`src/rtl/rtc_ctrl.sv`:
```
// RTC sequencer: writes a start-up (or user-set) time into a BCD RTC over an
// I2C master, then periodically reads all six time registers back.
module rtc_ctrl #(
  parameter logic [19:0] INIT_WAIT   = 20'd1000,
  parameter logic [25:0] READ_PERIOD = 26'd50_000_000,
  parameter logic [19:0] IIC_TIMEOUT = 20'd1_000_000,
  parameter logic [47:0] INIT_TIME   = 48'h24_01_01_00_00_00
) (
  input  logic        sys_clk,
  input  logic        sys_rstn,
  input  logic        set_req,
  input  logic [47:0] set_time,
  input  logic        iic_end,
  input  logic [7:0]  rd_data,
  output logic        iic_start,
  output logic        wr_en,
  output logic        rd_en,
  output logic        addr_num,
  output logic [15:0] byte_addr,
  output logic [7:0]  wr_data,
  output logic [47:0] time_data,
  output logic        time_valid,
  output logic        busy,
  output logic        err
);

  typedef enum logic [2:0] {
    WAIT_INIT,
    WR_ISSUE,
    WR_WAIT,
    RD_ISSUE,
    RD_WAIT,
    WAIT_PERIOD
  } state_t;

  localparam logic [25:0] INIT_LAST    = {6'd0, INIT_WAIT} - 26'd1;
  localparam logic [25:0] PERIOD_LAST  = READ_PERIOD - 26'd1;
  localparam logic [25:0] TIMEOUT_LAST = {6'd0, IIC_TIMEOUT} - 26'd1;

  state_t      state;
  logic [25:0] cnt;
  logic [2:0]  idx;
  logic        pending;
  logic [47:0] set_buf;
  logic [47:0] wr_src;
  logic [47:0] shadow;

  logic [7:0]  cur_addr;
  logic [7:0]  cur_mask;
  logic [7:0]  cur_wr_byte;
  logic [7:0]  rd_masked;
  logic [47:0] shadow_next;

  assign addr_num = 1'b0;
  assign busy     = (state != WAIT_INIT) && (state != WAIT_PERIOD);

  // Register address, BCD field mask and byte lanes selected by the sweep index
  always_comb begin
    cur_addr    = 8'h00;
    cur_mask    = 8'h00;
    cur_wr_byte = 8'h00;
    shadow_next = shadow;
    rd_masked   = 8'h00;
    case (idx)
      3'd0: begin cur_addr = 8'h02; cur_mask = 8'h7F; cur_wr_byte = wr_src[7:0];   end
      3'd1: begin cur_addr = 8'h03; cur_mask = 8'h7F; cur_wr_byte = wr_src[15:8];  end
      3'd2: begin cur_addr = 8'h04; cur_mask = 8'h3F; cur_wr_byte = wr_src[23:16]; end
      3'd3: begin cur_addr = 8'h05; cur_mask = 8'h3F; cur_wr_byte = wr_src[31:24]; end
      3'd4: begin cur_addr = 8'h07; cur_mask = 8'h1F; cur_wr_byte = wr_src[39:32]; end
      3'd5: begin cur_addr = 8'h08; cur_mask = 8'hFF; cur_wr_byte = wr_src[47:40]; end
      default: ;
    endcase
    rd_masked = rd_data & cur_mask;
    case (idx)
      3'd0: shadow_next[7:0]   = rd_masked;
      3'd1: shadow_next[15:8]  = rd_masked;
      3'd2: shadow_next[23:16] = rd_masked;
      3'd3: shadow_next[31:24] = rd_masked;
      3'd4: shadow_next[39:32] = rd_masked;
      3'd5: shadow_next[47:40] = rd_masked;
      default: ;
    endcase
  end

  // Main sequencer; a set request is latched in every state and consumed at sweep start
  always_ff @(posedge sys_clk or negedge sys_rstn) begin
    if (!sys_rstn) begin
      state      <= WAIT_INIT;
      cnt        <= 26'd0;
      idx        <= 3'd0;
      pending    <= 1'b0;
      set_buf    <= 48'h0;
      wr_src     <= 48'h0;
      shadow     <= 48'h0;
      iic_start  <= 1'b0;
      wr_en      <= 1'b0;
      rd_en      <= 1'b0;
      byte_addr  <= 16'h0;
      wr_data    <= 8'h0;
      time_data  <= 48'h0;
      time_valid <= 1'b0;
      err        <= 1'b0;
    end else begin
      time_valid <= 1'b0;
      err        <= 1'b0;
      if (set_req) begin
        set_buf <= set_time;
        pending <= 1'b1;
      end
      case (state)
        WAIT_INIT: begin
          if (cnt == INIT_LAST) begin
            cnt    <= 26'd0;
            idx    <= 3'd0;
            wr_src <= INIT_TIME;
            state  <= WR_ISSUE;
          end else begin
            cnt <= cnt + 26'd1;
          end
        end
        WR_ISSUE: begin
          byte_addr <= {8'h00, cur_addr};
          wr_data   <= cur_wr_byte;
          wr_en     <= 1'b1;
          rd_en     <= 1'b0;
          iic_start <= 1'b1;
          cnt       <= 26'd0;
          state     <= WR_WAIT;
        end
        WR_WAIT: begin
          if (iic_end) begin
            iic_start <= 1'b0;
            wr_en     <= 1'b0;
            cnt       <= 26'd0;
            if (idx == 3'd5) begin
              idx   <= 3'd0;
              state <= RD_ISSUE;
            end else begin
              idx   <= idx + 3'd1;
              state <= WR_ISSUE;
            end
          end else if (cnt == TIMEOUT_LAST) begin
            iic_start <= 1'b0;
            wr_en     <= 1'b0;
            err       <= 1'b1;
            cnt       <= 26'd0;
            idx       <= 3'd0;
            state     <= WAIT_PERIOD;
          end else begin
            cnt <= cnt + 26'd1;
          end
        end
        RD_ISSUE: begin
          byte_addr <= {8'h00, cur_addr};
          wr_data   <= 8'h00;
          wr_en     <= 1'b0;
          rd_en     <= 1'b1;
          iic_start <= 1'b1;
          cnt       <= 26'd0;
          state     <= RD_WAIT;
        end
        RD_WAIT: begin
          if (iic_end) begin
            iic_start <= 1'b0;
            rd_en     <= 1'b0;
            cnt       <= 26'd0;
            shadow    <= shadow_next;
            if (idx == 3'd5) begin
              time_data  <= shadow_next;
              time_valid <= 1'b1;
              idx        <= 3'd0;
              state      <= WAIT_PERIOD;
            end else begin
              idx   <= idx + 3'd1;
              state <= RD_ISSUE;
            end
          end else if (cnt == TIMEOUT_LAST) begin
            iic_start <= 1'b0;
            rd_en     <= 1'b0;
            err       <= 1'b1;
            cnt       <= 26'd0;
            idx       <= 3'd0;
            state     <= WAIT_PERIOD;
          end else begin
            cnt <= cnt + 26'd1;
          end
        end
        WAIT_PERIOD: begin
          // A fresh set request cuts the idle period short
          if (set_req) begin
            wr_src  <= set_time;
            pending <= 1'b0;
            idx     <= 3'd0;
            cnt     <= 26'd0;
            state   <= WR_ISSUE;
          end else if (cnt == PERIOD_LAST) begin
            cnt <= 26'd0;
            idx <= 3'd0;
            if (pending) begin
              wr_src  <= set_buf;
              pending <= 1'b0;
              state   <= WR_ISSUE;
            end else begin
              state <= RD_ISSUE;
            end
          end else begin
            cnt <= cnt + 26'd1;
          end
        end
        default: state <= WAIT_INIT;
      endcase
    end
  end

endmodule

```
`config.mk`:
```
export PLATFORM = sky130hd
export DESIGN_NAME = rtc_ctrl
export DESIGN_NICKNAME = d
export VERILOG_FILES = /design/src/rtl/rtc_ctrl.sv
export SDC_FILE = /design/constraint.sdc
export NUM_CORES = 1
export LEC_CHECK = 0
export BUFFER_PORTS_ARGS = -buffer_cell sky130_fd_sc_hd__buf_2
export CORE_UTILIZATION = 25
export CTS_BUF_LIST = sky130_fd_sc_hd__clkbuf_4 sky130_fd_sc_hd__clkbuf_8 sky130_fd_sc_hd__clkbuf_16
export DETAILED_ROUTE_END_ITERATION = 10
export PLACE_DENSITY = 0.5
export SLEW_MARGIN = 5
export SYNTH_ARGS = -nofsm -noshare
export SYNTH_HDL_FRONTEND = slang
export SYNTH_SLANG_ARGS = --single-unit
export TNS_END_PERCENT = 1
```
`constraint.sdc`:
```
create_clock -name sys_clk -period 5.7 [get_ports sys_clk]
set_clock_uncertainty 0.1 [all_clocks]
set_input_delay 0.285 -clock sys_clk [delete_from_list [all_inputs] [get_ports sys_clk]]
set_output_delay 0.285 -clock sys_clk [all_outputs]
set_load 0.01 [all_outputs]
```
==> impl_metrics.json <==
{
  "firstDrtPassIters": 5,
  "placed_cells_incl_taps": 1497,
  "core-area_um2": 40000,
  "drt-met1-wl_mm": 13.5,
  "areaGrowthSynthToFinish_pct": 24.7,
  "finalPower_w": 0.00443,
  "grt_use_total_pct": 13.0,
  "wire_per_inst_um": 17.0,
  "hold_path_end": "idx[2]",
  "max_freq_ghz": 0.303,
  "fp.dieW_um": 204,
  "grt_antenna_before_repair": 1,
  "period_share_pct": 57.8,
  "setup_tns_ns": 0,
  "fin_area_um2": 12700,
  "top_layer": "met4",
  "synth_cell_type_count": 68,
  "ys_ff_latch": 234,
  "drt-initial-drc-count": 447,
  "min_path_cells": 3,
  "fin_crit_ns": 3.30,
  "num-nets-final": 1121,
  "dieHeight_um": 204,
  "wl_met3_mm": 1.01,
  "worst_ep_required_time_ns": 6.02,
  "cts_sinks": 234,
  "reg2reg_slack_ns": 2.40,
  "numCtsBuffers": 28,
  "drtAntennaViolNets": 0,
  "design.die.area_um2": 41700,
  "synth_area_um2": 10200,
  "routed_wl_mm": 27.3,
  "postPlaceCellArea_um2": 11200,
  "num_vias": 7330,
  "cts-root-buf": "clkbuf_16",
  "avgSynthCellArea_um2": 11.4,
  "startpoint_type": "flop",
  "cts_htree_levels": 1,
  "drive_above_1_share_pct": 26.0,
  "syn_inst": 899,
  "gp_congestion": 0.810,
  "cpPeakStageDelay_ns": 0.69,
  "r2r-end": "time_data[17]",
  "r2r_cells": 5,
  "synth_edf_count": 0,
  "cap_violations": 0,
  "outcome": "completed",
  "ys_warn_count": 0,
  "reg2reg_from": "idx[0]",
  "holdCritPathClass": "input pin to flop",
  "grt_pass1_vias": 7122,
  "layout_commonest_cell": "dfrtp_1",
  "peakVddDrop_v": 0.000208,
  "cp.arrival_ns": 3.62,
  "viasPerCell": 4.57,
  "nFillCells": 4112,
  "clk_pin_slew_ns": 0.06,
  "slew_violations": 0,
  "io_pins": 139,
  "cp-end-kind": "flop",
  "slew_headroom_pct": 27.0,
  "crit_path_start": "idx[0]",
  "power.density_nw_per_um2": 348,
  "hpwl_mm": 18.6,
  "critPathKind": "flop to flop",
  "rows": 73,
  "whs_ns": 0.0872,
  "rsz0062_at_grt": "no",
  "remaining_drc_errors": 0,
  "path_max_fanout": 44,
  "leakagePower_nw": 6.00,
  "grt_pass1_wl_mm": 42.8,
  "most-common-layout-cells": "dfrtp_1 (234), buf_2 (124), nand2_1 (113), mux2_2 (79), o21ai_0 (62)",
  "cts_max_path_buffers": 3,
  "cp_slowest_cell": "nor3_2",
  "hold_viol_final": 0,
  "overflow": 0,
  "synthArstFlopShare_pct": 100,
  "pwr-share-seq_pct": 45.6,
  "fin_cells": 1604,
  "netSwitchingPower_w": 0.00119,
  "grt_max_degree": 121,
  "p_comb_share_pct": 13.8,
  "clkPwrFrac_pct": 40.7,
  "cp_cell_sequence": "clkinv_1 -> nor3_2 -> nand2_2 -> buf_4 -> mux2_2",
  "wl_met2_mm": 12.2,
  "cts_tree": "built",
  "synth-seq-area-share_pct": 57.3,
  "min-delay-start": "iic_end",
  "ys.flop_type": "dfrtp_1",
  "swShare_pct": 27.0,
  "numPortBuffers": 125,
  "initial_core_util_pct": 25.5,
  "worstMarginPinSlew_ns": 1.09,
  "setup_viol": 0,
  "clk-insertion-delay-late_ns": 0.54,
  "p_int_w": 0.00323
}
[flip-flops by register name, summed over array words and instances (netlist names)]
register / cells
wr_en: 1
wr_src: 48
idx: 3
wr_data: 8
state: 3
iic_start: 1
cnt: 26
byte_addr: 4
shadow: 40
time_valid: 1
time_data: 48
pending: 1
err: 1
rd_en: 1
set_buf: 48
[through the flow]
step                      utilization (%)  setup WS (ns)
after global placement               28.1           2.51
after floorplan                         -           3.45
final                                31.9           2.40
after CTS                            31.8           2.40
after detailed placement             28.1           2.43
after global routing                 31.8           2.10
[layer usage]
layer  global-route usage, %  up-vias
met4                    3.04        0
met5                       0        -
met1                    19.5     3614
met3                    1.90       35
met2                    19.6      145
li1                        -     3536
[final cells by class]
type	count	area (µm²)	area share [%]
Sequential cell	234	5860	46.0
Multi-Input combinational cell	594	3980	31.2
Timing Repair Buffer	189	1260	9.88
Clock buffer	42	850	6.67
Tap cell	525	657	5.16
Clock inverter	7	96.3	0.756
Inverter	12	45.0	0.353
Antenna cell	1	2.50	0.0196
[worst max path at each step]
stage,end,slack (ns),cells after the start
after global placement,time_data[15],2.51,5
final,time_data[17],2.40,5
after global routing,time_data[17],2.10,5
after detailed placement,time_data[17],2.43,5
after CTS,time_data[17],2.40,5
after floorplan,cnt[18],3.45,8
[logic make-up (layout without fill, tap and decap cells)]
kind of cell / count (synthesis) / in the layout / synth area share [%]
AOI/OAI and AO/OA: 217 / 217 / 15.0
xor gates and xnor gates: 4 / 4 / 0.343
adders and majority gates: 2 / 2 / 0.245
buffers and inverters: 83 / 250 / 4.25
DFF: 234 / 234 / 57.3
muxes: 94 / 94 / 10.2
other: 1 / 14 / 0.0367
and+or+nand+nor: 264 / 264 / 12.7
[cell usage after synthesis (11+ instances only)]
| master | count | area, µm² |
|---|---|---|
| nand3_1 | 33 | 165 |
| a21oi_1 | 19 | 95.1 |
| buf_4 | 14 | 105 |
| o21ai_0 | 62 | 310 |
| mux2_2 | 79 | 890 |
| inv_1 | 11 | 41.3 |
| nand2_1 | 114 | 428 |
| dfrtp_1 | 234 | 5860 |
| and2_1 | 11 | 68.8 |
| mux2i_1 | 15 | 150 |
| a22o_1 | 56 | 490 |
| nor2_1 | 38 | 143 |
| clkbuf_1 | 30 | 113 |
| buf_2 | 20 | 100 |
| a22oi_1 | 11 | 82.6 |
| o21ai_1 | 11 | 55.1 |
[worst max-delay path, delay by kind of cell, from the launching register on]
| family | cells | cell delay, ns |
|---|---|---|
| buf+inv | 2 | 0.81 |
| simple gates | 2 | 1.26 |
| mux | 1 | 0.31 |
| flops | 1 | 0.66 |
[power by group through the flow]
stage | registers (W) | logic (W) | clock network [W]
3_5_place_dp | 0.00205 | 0.000589 | 0
5_1_grt | 0.00205 | 0.000680 | 0.00193
6_report | 0.00202 | 0.000609 | 0.00180
3_3_place_gp | 0.00204 | 0.000583 | 0
4_1_cts | 0.00202 | 0.000621 | 0.00186
2_1_floorplan | 0.00197 | 0.000410 | 0
[what timing repair did]
| item | CTS | global route |
|---|---|---|
| hold endpoints to repair | 193 | 0 |
| setup endpoints to repair | 0 | 0 |
| resized for setup | 0 | 0 |
| buffers inserted | 0 | 0 |
| hold buffers | 57 | 0 |
Power figures use the tool's default switching activity.
